`src/rtl/controle_motores.sv`:
```
// -----------------------------------------------------------------------------
// controle_motores
//
// Drives the two traction motors and the removal arm of the robot. It takes
// level navigation commands from the sensor FSM and produces PWM enables and
// direction bits for both motors, plus the arm control.
//
// Commands are decoded with priority remover > {avancar,girar}:
//   00 PARADO, 10 FRENTE, 01 GIRO, 11 CURVA, remover -> BRACO.
//
// Ports
//   c1           in   clock
//   reset        in   synchronous active-high reset
//   avancar      in   go-forward command
//   girar        in   spin command
//   remover      in   lower the removal arm
//   mot_esq_en   out  left motor enable (PWM)
//   mot_dir_en   out  right motor enable (PWM)
//   mot_esq_fwd  out  left motor direction (1 = forward)
//   mot_dir_fwd  out  right motor direction (1 = forward)
//   braco        out  arm lowered
//   ocupado      out  commands are currently being ignored
//
// All outputs are registered. They are computed from the next-cycle state,
// PWM count and duty, so in any cycle they reflect the state held in that
// same cycle.
//
// Optional feature: define CONTROLE_SOFT_START_EN to enable soft start.
// The duty then restarts at 0 whenever a moving state is entered from
// PARADO/BRACO and climbs by one count every RAMP cycles up to DUTY. Without
// the macro the duty is the constant DUTY.
// -----------------------------------------------------------------------------
module controle_motores #(
    parameter int PWM_BITS = 4,
    parameter int DUTY     = 12,
    parameter int DWELL    = 8,
    parameter int BRAKE    = 2,
    parameter int ARM_TIME = 16,
    parameter int RAMP     = 4
) (
    input  logic c1,
    input  logic reset,
    input  logic avancar,
    input  logic girar,
    input  logic remover,
    output logic mot_esq_en,
    output logic mot_dir_en,
    output logic mot_esq_fwd,
    output logic mot_dir_fwd,
    output logic braco,
    output logic ocupado
);

    // Each counter only ever reaches its limit minus one.
    localparam int DWELL_W = (DWELL    > 1) ? $clog2(DWELL)    : 1;
    localparam int BRAKE_W = (BRAKE    > 1) ? $clog2(BRAKE)    : 1;
    localparam int ARM_W   = (ARM_TIME > 1) ? $clog2(ARM_TIME) : 1;

    localparam logic [DWELL_W-1:0]  DWELL_LAST = DWELL_W'(DWELL - 1);
    localparam logic [BRAKE_W-1:0]  BRAKE_LAST = BRAKE_W'(BRAKE - 1);
    localparam logic [ARM_W-1:0]    ARM_LAST   = ARM_W'(ARM_TIME - 1);
    localparam logic [PWM_BITS-1:0] DUTY_V     = PWM_BITS'(DUTY);

`ifdef CONTROLE_SOFT_START_EN
    localparam int RAMP_W = (RAMP > 1) ? $clog2(RAMP) : 1;
    localparam logic [RAMP_W-1:0]   RAMP_LAST  = RAMP_W'(RAMP - 1);
    localparam logic [PWM_BITS-1:0] DUTY_INIT  = '0;
`else
    localparam logic [PWM_BITS-1:0] DUTY_INIT  = DUTY_V;
`endif

    typedef enum logic [2:0] {
        S_PARADO,
        S_FRENTE,
        S_GIRO,
        S_CURVA,
        S_FREIO,
        S_BRACO
    } state_t;

    state_t               state, state_next, cmd;
    logic [PWM_BITS-1:0]  pwm, pwm_next;
    logic [PWM_BITS-1:0]  duty_cur, duty_next;
    logic [DWELL_W-1:0]   dwell, dwell_next;
    logic [BRAKE_W-1:0]   brake, brake_next;
    logic [ARM_W-1:0]     arm, arm_next;
`ifdef CONTROLE_SOFT_START_EN
    logic [RAMP_W-1:0]    ramp, ramp_next;
`endif
    logic                 dwell_done, entering;
    logic                 pwm_on_n, half_on_n;
    logic                 esq_en_n, dir_en_n, esq_fwd_n, dir_fwd_n;
    logic                 braco_n, ocupado_n;

    function automatic logic is_moving(input state_t s);
        return (s == S_FRENTE) || (s == S_GIRO) || (s == S_CURVA);
    endfunction

    // The left motor reverses between GIRO and FRENTE/CURVA; only those
    // transitions need the braking pause.
    function automatic logic needs_brake(input state_t from, input state_t to);
        return ((from == S_GIRO) && ((to == S_FRENTE) || (to == S_CURVA))) ||
               (((from == S_FRENTE) || (from == S_CURVA)) && (to == S_GIRO));
    endfunction

    // -------------------------------------------------------------------------
    // State and counter registers
    // -------------------------------------------------------------------------
    always_ff @(posedge c1) begin
        if (reset) begin
            state       <= S_PARADO;
            pwm         <= '0;
            duty_cur    <= DUTY_INIT;
            dwell       <= '0;
            brake       <= '0;
            arm         <= '0;
`ifdef CONTROLE_SOFT_START_EN
            ramp        <= '0;
`endif
            mot_esq_en  <= 1'b0;
            mot_dir_en  <= 1'b0;
            mot_esq_fwd <= 1'b0;
            mot_dir_fwd <= 1'b0;
            braco       <= 1'b0;
            ocupado     <= 1'b0;
        end else begin
            state       <= state_next;
            pwm         <= pwm_next;
            duty_cur    <= duty_next;
            dwell       <= dwell_next;
            brake       <= brake_next;
            arm         <= arm_next;
`ifdef CONTROLE_SOFT_START_EN
            ramp        <= ramp_next;
`endif
            mot_esq_en  <= esq_en_n;
            mot_dir_en  <= dir_en_n;
            mot_esq_fwd <= esq_fwd_n;
            mot_dir_fwd <= dir_fwd_n;
            braco       <= braco_n;
            ocupado     <= ocupado_n;
        end
    end

    // -------------------------------------------------------------------------
    // Next state, counters and outputs
    // -------------------------------------------------------------------------
    always_comb begin
        // Command decode; commands are plain levels, nothing is latched, so a
        // change that reverts before it is accepted leaves no trace.
        cmd = S_PARADO;
        if (remover) begin
            cmd = S_BRACO;
        end else begin
            case ({avancar, girar})
                2'b10:   cmd = S_FRENTE;
                2'b01:   cmd = S_GIRO;
                2'b11:   cmd = S_CURVA;
                default: cmd = S_PARADO;
            endcase
        end

        dwell_done = (dwell == DWELL_LAST);

        state_next = state;
        case (state)
            S_PARADO: state_next = cmd;
            S_FRENTE, S_GIRO, S_CURVA: begin
                if ((cmd != state) && dwell_done)
                    state_next = needs_brake(state, cmd) ? S_FREIO : cmd;
            end
            // Leave with whatever is commanded on the last braking cycle.
            S_FREIO: if (brake == BRAKE_LAST) state_next = cmd;
            // The arm always returns through at least one PARADO cycle, which
            // keeps a held remover from retriggering back to back.
            S_BRACO: if (arm == ARM_LAST) state_next = S_PARADO;
            default: state_next = S_PARADO;
        endcase

        entering = (state_next != state);

        dwell_next = entering ? '0 : (dwell_done ? dwell : dwell + 1'b1);
        brake_next = (entering || (state != S_FREIO)) ? '0 : brake + 1'b1;
        arm_next   = (entering || (state != S_BRACO)) ? '0 : arm + 1'b1;
        pwm_next   = pwm + 1'b1;

`ifdef CONTROLE_SOFT_START_EN
        duty_next = duty_cur;
        ramp_next = ramp;
        if (is_moving(state_next) && ((state == S_PARADO) || (state == S_BRACO))) begin
            duty_next = '0;
            ramp_next = '0;
        end else if (is_moving(state)) begin
            // Ramp only while moving; FREIO holds the duty reached so far.
            if (ramp == RAMP_LAST) begin
                ramp_next = '0;
                if (duty_cur < DUTY_V)
                    duty_next = duty_cur + 1'b1;
            end else begin
                ramp_next = ramp + 1'b1;
            end
        end
`else
        duty_next = DUTY_V;
`endif

        pwm_on_n  = (pwm_next < duty_next);
        half_on_n = (pwm_next < (duty_next >> 1));

        // Directions hold when the motors are off.
        esq_en_n  = 1'b0;
        dir_en_n  = 1'b0;
        esq_fwd_n = mot_esq_fwd;
        dir_fwd_n = mot_dir_fwd;
        case (state_next)
            S_FRENTE: begin
                esq_en_n  = pwm_on_n;
                dir_en_n  = pwm_on_n;
                esq_fwd_n = 1'b1;
                dir_fwd_n = 1'b1;
            end
            S_GIRO: begin
                esq_en_n  = pwm_on_n;
                dir_en_n  = pwm_on_n;
                esq_fwd_n = 1'b0;
                dir_fwd_n = 1'b1;
            end
            S_CURVA: begin
                // Inner (left) wheel at half duty.
                esq_en_n  = half_on_n;
                dir_en_n  = pwm_on_n;
                esq_fwd_n = 1'b1;
                dir_fwd_n = 1'b1;
            end
            default: begin
                esq_en_n = 1'b0;
                dir_en_n = 1'b0;
            end
        endcase

        braco_n   = (state_next == S_BRACO);
        ocupado_n = (state_next == S_FREIO) || (state_next == S_BRACO) ||
                    (is_moving(state_next) && (dwell_next != DWELL_LAST));
    end

endmodule

```
`config.mk`:
```
export PLATFORM = sky130hd
export DESIGN_NAME = controle_motores
export DESIGN_NICKNAME = d
export VERILOG_FILES = /design/src/rtl/controle_motores.sv
export SDC_FILE = /design/constraint.sdc
export NUM_CORES = 1
export LEC_CHECK = 0
export BUFFER_PORTS_ARGS = -buffer_cell sky130_fd_sc_hd__buf_2
export CORE_MARGIN = 2
export CORE_UTILIZATION = 45
export DETAILED_ROUTE_END_ITERATION = 8
export SYNTH_ARGS = -nofsm -noshare
export SYNTH_HDL_FRONTEND = slang
export SYNTH_SLANG_ARGS = --single-unit
export TNS_END_PERCENT = 20
```
`constraint.sdc`:
```
create_clock -name c1 -period 2.4 [get_ports c1]
set_clock_uncertainty 0.05 [all_clocks]
set_input_delay 0.48 -clock c1 [delete_from_list [all_inputs] [get_ports c1]]
set_output_delay 0.48 -clock c1 [all_outputs]
set_load 0.1 [all_outputs]
```
# Yosys cells after proc, flatten, opt, wreduce, memory -nomap -nowiden
# Index checks and enable logic that the tools add are counted.
# W data, S select, Z words.
dict set report op_classes {
  n_addsub 4
  mul 0
  div 0
  magnitude_cmp 2
  n_eq_ne 23
  shift 0
  muxes 11
  n_bitwise 1
  reduce_logical 22
}
# cell count
set ops {}
lappend ops {{$mux W3} 7}
lappend ops {{$eq A3 B2 Y1 const B} 6}
lappend ops {{$eq A3 B3 Y1 const B} 5}
lappend ops {{$pmux W3 S4} 1}
lappend ops {{$reduce_or A2 Y1} 5}
lappend ops {{$eq A3 B1 Y1 const B} 3}
lappend ops {{$logic_or A1 B1 Y1} 9}
lappend ops {{$ne A3 B3 Y1 const B} 3}
lappend ops {{$add A4 B1 Y4 const B} 2}
lappend ops {{$ne A3 B3 Y1} 2}
lappend ops {{$pmux W2 S3} 1}
lappend ops {{$reduce_or A3 Y1} 2}
lappend ops {{$eq A2 B2 Y1 const B} 2}
lappend ops {{$eq A4 B4 Y1 const B} 1}
lappend ops {{$logic_and A1 B1 Y1} 4}
lappend ops {{$lt A4 B3 Y1 const B} 1}
lappend ops {{$lt A4 B4 Y1 const B} 1}
lappend ops {{$pmux W1 S2} 2}
lappend ops {{$add A3 B1 Y3 const B} 1}
lappend ops {{$logic_not A3 Y1} 1}
lappend ops {{$eq A2 B1 Y1 const B} 1}
lappend ops {{$reduce_bool A2 Y1} 1}
lappend ops {{$add A1 B1 Y1 const B} 1}
lappend ops {{$not A1 Y1} 1}
dict set report totals {
  reg_bits 21
  latch_bits 0
  mem_bits_rw 0
  romBits 0
  inputBits 5
  out_inout_bits 6
  wordCells 74
  n_memories 0
}

# Logic depth before layout (Yosys ltp)
dict set report depth {
  depth_word 15
  ltp_mapped 8
  mapped_depth_nobuf 7
}

# Worst setup path before layout
# OpenSTA, ideal clock, no wires.
dict set report synth_timing {
  kind {input to register}
  from {input avancar}
  to {register ocupado}
  setup_time_ps 138
  arrival_ps 1817
  required_time_ps 2212
  setup_slack_ps 394
  path_stages 7
  n_path_buf 1
  cell_sequence {buf_2 > and4bb_2 > a31o_1 > a211o_1 > a211o_1 > o2bb2ai_1 > a21oi_1}
}
dict set report synth_between {
  elab_chain_len 15
  word_cells_on_any_way 31
  classes_between {eq/ne: 14; mux: 7; reduce/logical: 10}
}
# item line_no
set synth_lines {}
lappend synth_lines {{start, declared} 43} ;# input logic avancar,
lappend synth_lines {{$eq A2 B2 Y1 or $eq A2 B1 Y1 (tied branches)} 155} ;# case ({avancar, girar})
lappend synth_lines {{$pmux W2 S3 (*)} 155}
lappend synth_lines {{$mux W3 (*)} 152} ;# if (remover) begin
lappend synth_lines {{$eq A3 B1 Y1 or $eq A3 B2 Y1 (tied branches)} 102} ;# return ((from == S_GIRO) && ((to == S_FRENTE) || (to == S_CURVA))) ||
lappend synth_lines {{$logic_or A1 B1 Y1} 102}
lappend synth_lines {{$logic_and A1 B1 Y1} 102}
lappend synth_lines {{$logic_or A1 B1 Y1} 102}
lappend synth_lines {{$mux W3} 170} ;# state_next = needs_brake(state, cmd) ? S_FREIO : cmd;
lappend synth_lines {{$mux W3} 169} ;# if ((cmd != state) && dwell_done)
lappend synth_lines {{$pmux W3 S4 (*)} 166} ;# case (state)
lappend synth_lines {{$ne A3 B3 Y1 (tied with other cells)} 180} ;# entering = (state_next != state);
lappend synth_lines {{$mux W3 or $logic_or A1 B1 Y1 (tied branches)} {182, 96}}
lappend synth_lines {{$ne A3 B3 Y1 or $logic_or A1 B1 Y1 (tied branches)} {243, 96}}
lappend synth_lines {{$logic_and A1 B1 Y1} 243} ;# (is_moving(state_next) && (dwell_next != DWELL_LAST));
lappend synth_lines {{$logic_or A1 B1 Y1 (*)} 242} ;# ocupado_n = (state_next == S_FREIO) || (state_next == S_BRACO) ||
lappend synth_lines {{end signal, assigned} 141} ;# ocupado <= ocupado_n;
lappend synth_lines {{end, declared} 51} ;# output logic ocupado
# Mark *: on every way between the ends. The rest lies on a longest branch, timed or not.
# A chain may end at the register's enable or synchronous reset.

# Worst setup path after layout
dict set report layout_timing {
  from {register state[0]}
  to {register ocupado}
}
dict set report layout_between {
  elab_chain_len 12
  word_cells_on_any_way 31
  classes_between {eq/ne: 13; mux: 6; reduce/logical: 12}
}
# item line_no
set layout_lines {}
lappend layout_lines {{start, declared} 81} ;# state_t state, state_next, cmd;
lappend layout_lines {{start signal, assigned} 127} ;# state <= state_next;
lappend layout_lines {{$eq A3 B1 Y1 or $eq A3 B2 Y1 (tied branches)} {103, 166}}
lappend layout_lines {{$logic_or A1 B1 Y1} 103} ;# (((from == S_FRENTE) || (from == S_CURVA)) && (to == S_GIRO));
lappend layout_lines {{$logic_and A1 B1 Y1} 103}
lappend layout_lines {{$logic_or A1 B1 Y1} 102}
lappend layout_lines {{$mux W3} 170}
lappend layout_lines {{$mux W3} 169}
lappend layout_lines {{$pmux W3 S4} 166}
lappend layout_lines {{$ne A3 B3 Y1 (tied with other cells)} 180}
lappend layout_lines {{$mux W3 or $logic_or A1 B1 Y1 (tied branches)} {182, 96}}
lappend layout_lines {{$ne A3 B3 Y1 or $logic_or A1 B1 Y1 (tied branches)} {243, 96}}
lappend layout_lines {{$logic_and A1 B1 Y1} 243}
lappend layout_lines {{$logic_or A1 B1 Y1 (*)} 242}
# Marked as above.

==> out/metrics.json <==
{
  "hold_viol": 0,
  "placement.cell_area_um2": 1240,
  "crit_path_start_kind": "flop",
  "drt_pre_antenna_iters": 4,
  "syn_to_final_growth_pct": 7.89,
  "crit_required_ns": 2.59,
  "critical_path.cell_chain": "xnor2_1 > a31o_1 > a2111oi_0 > a211o_1 > o2bb2ai_1 > a21oi_1",
  "floorplan.initialDensity_pct": 47.4,
  "grt_overflow_total": 0,
  "critical_path_buf_inv_count": 0,
  "timing.critical_path.slowest_stage_cell": "sky130_fd_sc_hd__dfxtp_1",
  "layout_net_count": 156,
  "cts_buffers": 3,
  "resized_gates_after_cts": 0,
  "synth-compound-area-share_pct": 25.9,
  "rsz0062_at_grt": "false",
  "share_of_synthesized_area_occupied_by_flip_flops_and_latches_pct": 35.8,
  "die_area_um2": 3030,
  "maxClockFrequency_mhz": 457,
  "core.rowCount": 18,
  "drt_initial_violations": 15,
  "worst_skew_pair.late_latency_ns": 0.30,
  "port_buffers": 10,
  "ys_async_sr_fraction_pct": 0,
  "power.density_nw_per_um2": 840,
  "maximum_number_of_pins_on_one_net_before_global_route_repair": 17,
  "setup_viol": 0,
  "cts-htree-levels": 1,
  "timing.max_slew.rel_slack_pct": 64.2,
  "final_period_utilization_pct": 91.1,
  "worst_hold_path_class": "reg -> reg",
  "leading_cell_type_in_the_layout_fill_and_taps_excluded": "sky130_fd_sc_hd__nor2_1",
  "main_combinational_cell_family_by_area_after_synthesis": "compound AO/OA/AOI/OAI gates",
  "yosys.area_share.xor_xnor_pct": 5.97,
  "vias_in_the_first_global_route": 895,
  "grt_pass1_wl_mm": 3.89,
  "worst_margin_slew_ns": 0.523,
  "area.sequential_um2": 420,
  "synth-main-ff-cell": "sky130_fd_sc_hd__dfxtp_1",
  "netlist-cell-type-count": 44,
  "layout_min_cycle_time_ns": 2.19,
  "muxShareOfSynthArea_pct": 0.853,
  "via_count": 987,
  "cp_class": "reg -> reg",
  "chipWidth_um": 55.1,
  "cts.repair_timing.setup_buffer_count": 0,
  "clock_slew_at_reported_path_ffs_ns": 0.11,
  "design.core.area_um2": 2480,
  "worstPathArrival_ns": 2.38,
  "cp_max_fo": 12,
  "gp_congestion": 0.847,
  "cp_slowest_stage_delay_ns": 0.60,
  "wl_per_cell_um": 12.8,
  "initial_antenna_violation_count": 0,
  "ir_drop_worst_case_vdd_v": 0.000566,
  "floorplan.die.height_um": 55.1,
  "cts.root.buffer_cell": "sky130_fd_sc_hd__clkbuf_4",
  "timing.max_cap.violations": 0,
  "clk_path_buf_depth": 2,
  "syn_area_um2": 1170,
  "design_area_um2": 1270,
  "clock_tree_from_tritoncts": "built",
  "synth_warnings": 0,
  "count_of_nets_left_with_antenna_violations_after_detail_routing": 0,
  "wirelength_mm": 2.26,
  "antenna_diode_count": 0,
  "setup_total_negative_slack_ns": 0,
  "drt_drc_violations_left": 0,
  "multi_input_area_um2": 689,
  "vias_per_cell": 5.58,
  "synthAdderAreaFrac_pct": 3.20,
  "drive_gt1_share_pct": 16.3,
  "synth.avg_cell_area_um2": 8.38,
  "grtUsageTotal_pct": 17.7,
  "synth_seq_cells": 21,
  "clkSinkCount": 21,
  "mostFrequentLayoutCells": "sky130_fd_sc_hd__nor2_1 (22), sky130_fd_sc_hd__dfxtp_1 (21), sky130_fd_sc_hd__buf_2 (10)",
  "detailedPlacementHpwl_mm": 1.65,
  "endpoint_type_of_the_worst_setup_path": "flop",
  "holdBufCountCts": 0,
  "path_delay_family": "compound AO/OA/AOI/OAI gates",
  "cells_after_synth": 140,
  "layout.filler_cells": 247,
  "run_status": "finished, final reports clean",
  "post_syn_nets": 148,
  "slew_violations": 0,
  "synth-simple-area-share_pct": 22.8,
  "synth_enable_flop_cells": 0,
  "boundaryPins": 11,
  "p_leak_uw": 0.000495
}
synthesized netlist by cell type, types with 3 or more instances:
| cell | number | area, um2 |
|---|---|---|
| sky130_fd_sc_hd__nor2_1 | 22 | 82.6 |
| sky130_fd_sc_hd__dfxtp_1 | 21 | 420 |
| sky130_fd_sc_hd__inv_1 | 7 | 26.3 |
| sky130_fd_sc_hd__nor3_1 | 7 | 35.0 |
| sky130_fd_sc_hd__a21oi_1 | 6 | 30.0 |
| sky130_fd_sc_hd__clkbuf_1 | 6 | 22.5 |
| sky130_fd_sc_hd__nand3_1 | 5 | 25.0 |
| sky130_fd_sc_hd__xnor2_1 | 5 | 43.8 |
| sky130_fd_sc_hd__nand2_1 | 4 | 15.0 |
| sky130_fd_sc_hd__nand2b_1 | 4 | 25.0 |
| sky130_fd_sc_hd__o21ai_0 | 4 | 20.0 |
| sky130_fd_sc_hd__a211o_1 | 3 | 26.3 |
| sky130_fd_sc_hd__buf_2 | 3 | 15.0 |
| sky130_fd_sc_hd__ha_1 | 3 | 37.5 |
| sky130_fd_sc_hd__nor2b_1 | 3 | 18.8 |
| sky130_fd_sc_hd__xor2_1 | 3 | 26.3 |
layout make-up:
class | instances | area share [%]
Tap cell | 30 | 2.96
Timing Repair Buffer | 12 | 5.14
Clock inverter | 1 | 0.395
Clock buffer | 3 | 1.78
Sequential cell | 21 | 33.2
Multi-Input combinational cell | 103 | 54.4
Inverter | 7 | 2.08
routing by layer:
metal	vias to the layer above	share of wire, %	track usage, %
met5	-	0	0
met4	0	0.75	6.10
met3	2	2.9	2.42
met2	16	46	29.6
met1	452	50	23.3
li1	517	-	-
where the power goes:
part | switching (uW) | total [uW] | internal, uW
logic | 318 | 459 | 141
clock network | 104 | 166 | 62.1
registers | 46.5 | 438 | 391
worst register-to-register path: stages (launching register included):
cell                        delay (ns)
sky130_fd_sc_hd__dfxtp_1          0.60
sky130_fd_sc_hd__xnor2_1          0.23
sky130_fd_sc_hd__a31o_1           0.28
sky130_fd_sc_hd__a2111oi_0        0.54
sky130_fd_sc_hd__a211o_1          0.23
sky130_fd_sc_hd__o2bb2ai_1        0.07
sky130_fd_sc_hd__a21oi_1          0.13
stage by stage:
step / util, % / total power, uW / cells / worst slack, ns / hold WS (ns)
6_report: 51.1 / 1060 / 177 / 0.214 / 0.400
4_1_cts: 51.1 / 1070 / 177 / 0.272 / 0.406
2_1_floorplan: - / 824 / 140 / 0.394 / 0.368
3_5_place_dp: 50.0 / 902 / 173 / 0.246 / 0.388
5_1_grt: 51.1 / 1130 / 177 / 0.156 / 0.427
3_3_place_gp: 50.0 / 901 / 173 / 0.196 / 0.384
cells by family (layout without fill, tap and decap cells):
kind of cell / after synthesis / count (layout)
simple gates: 53 / 53
compound gates: 38 / 38
flops: 21 / 21
buf+inv: 16 / 23
xor+xnor: 8 / 8
fa+ha+maj: 3 / 3
mux: 1 / 1
registers in the layout, summed over array words and instances, names as in the netlist:
name,cells
arm,4
braco,1
brake,1
dwell,3
mot_dir_en,1
mot_dir_fwd,1
mot_esq_en,1
mot_esq_fwd,1
ocupado,1
pwm,4
state,3
final timing paths:
path                             from                  to  slack (ns)  cells past startpoint
setup / recovery  state[0]$_SDFF_PP0_  ocupado$_SDFF_PP0_        0.21                      6
hold / removal      arm[0]$_SDFF_PP0_   arm[0]$_SDFF_PP0_        0.40                      1
setup reg to reg  state[0]$_SDFF_PP0_  ocupado$_SDFF_PP0_        0.21                      6
hold reg to reg     arm[0]$_SDFF_PP0_   arm[0]$_SDFF_PP0_        0.40                      1
(Power assumes the default switching activity.)
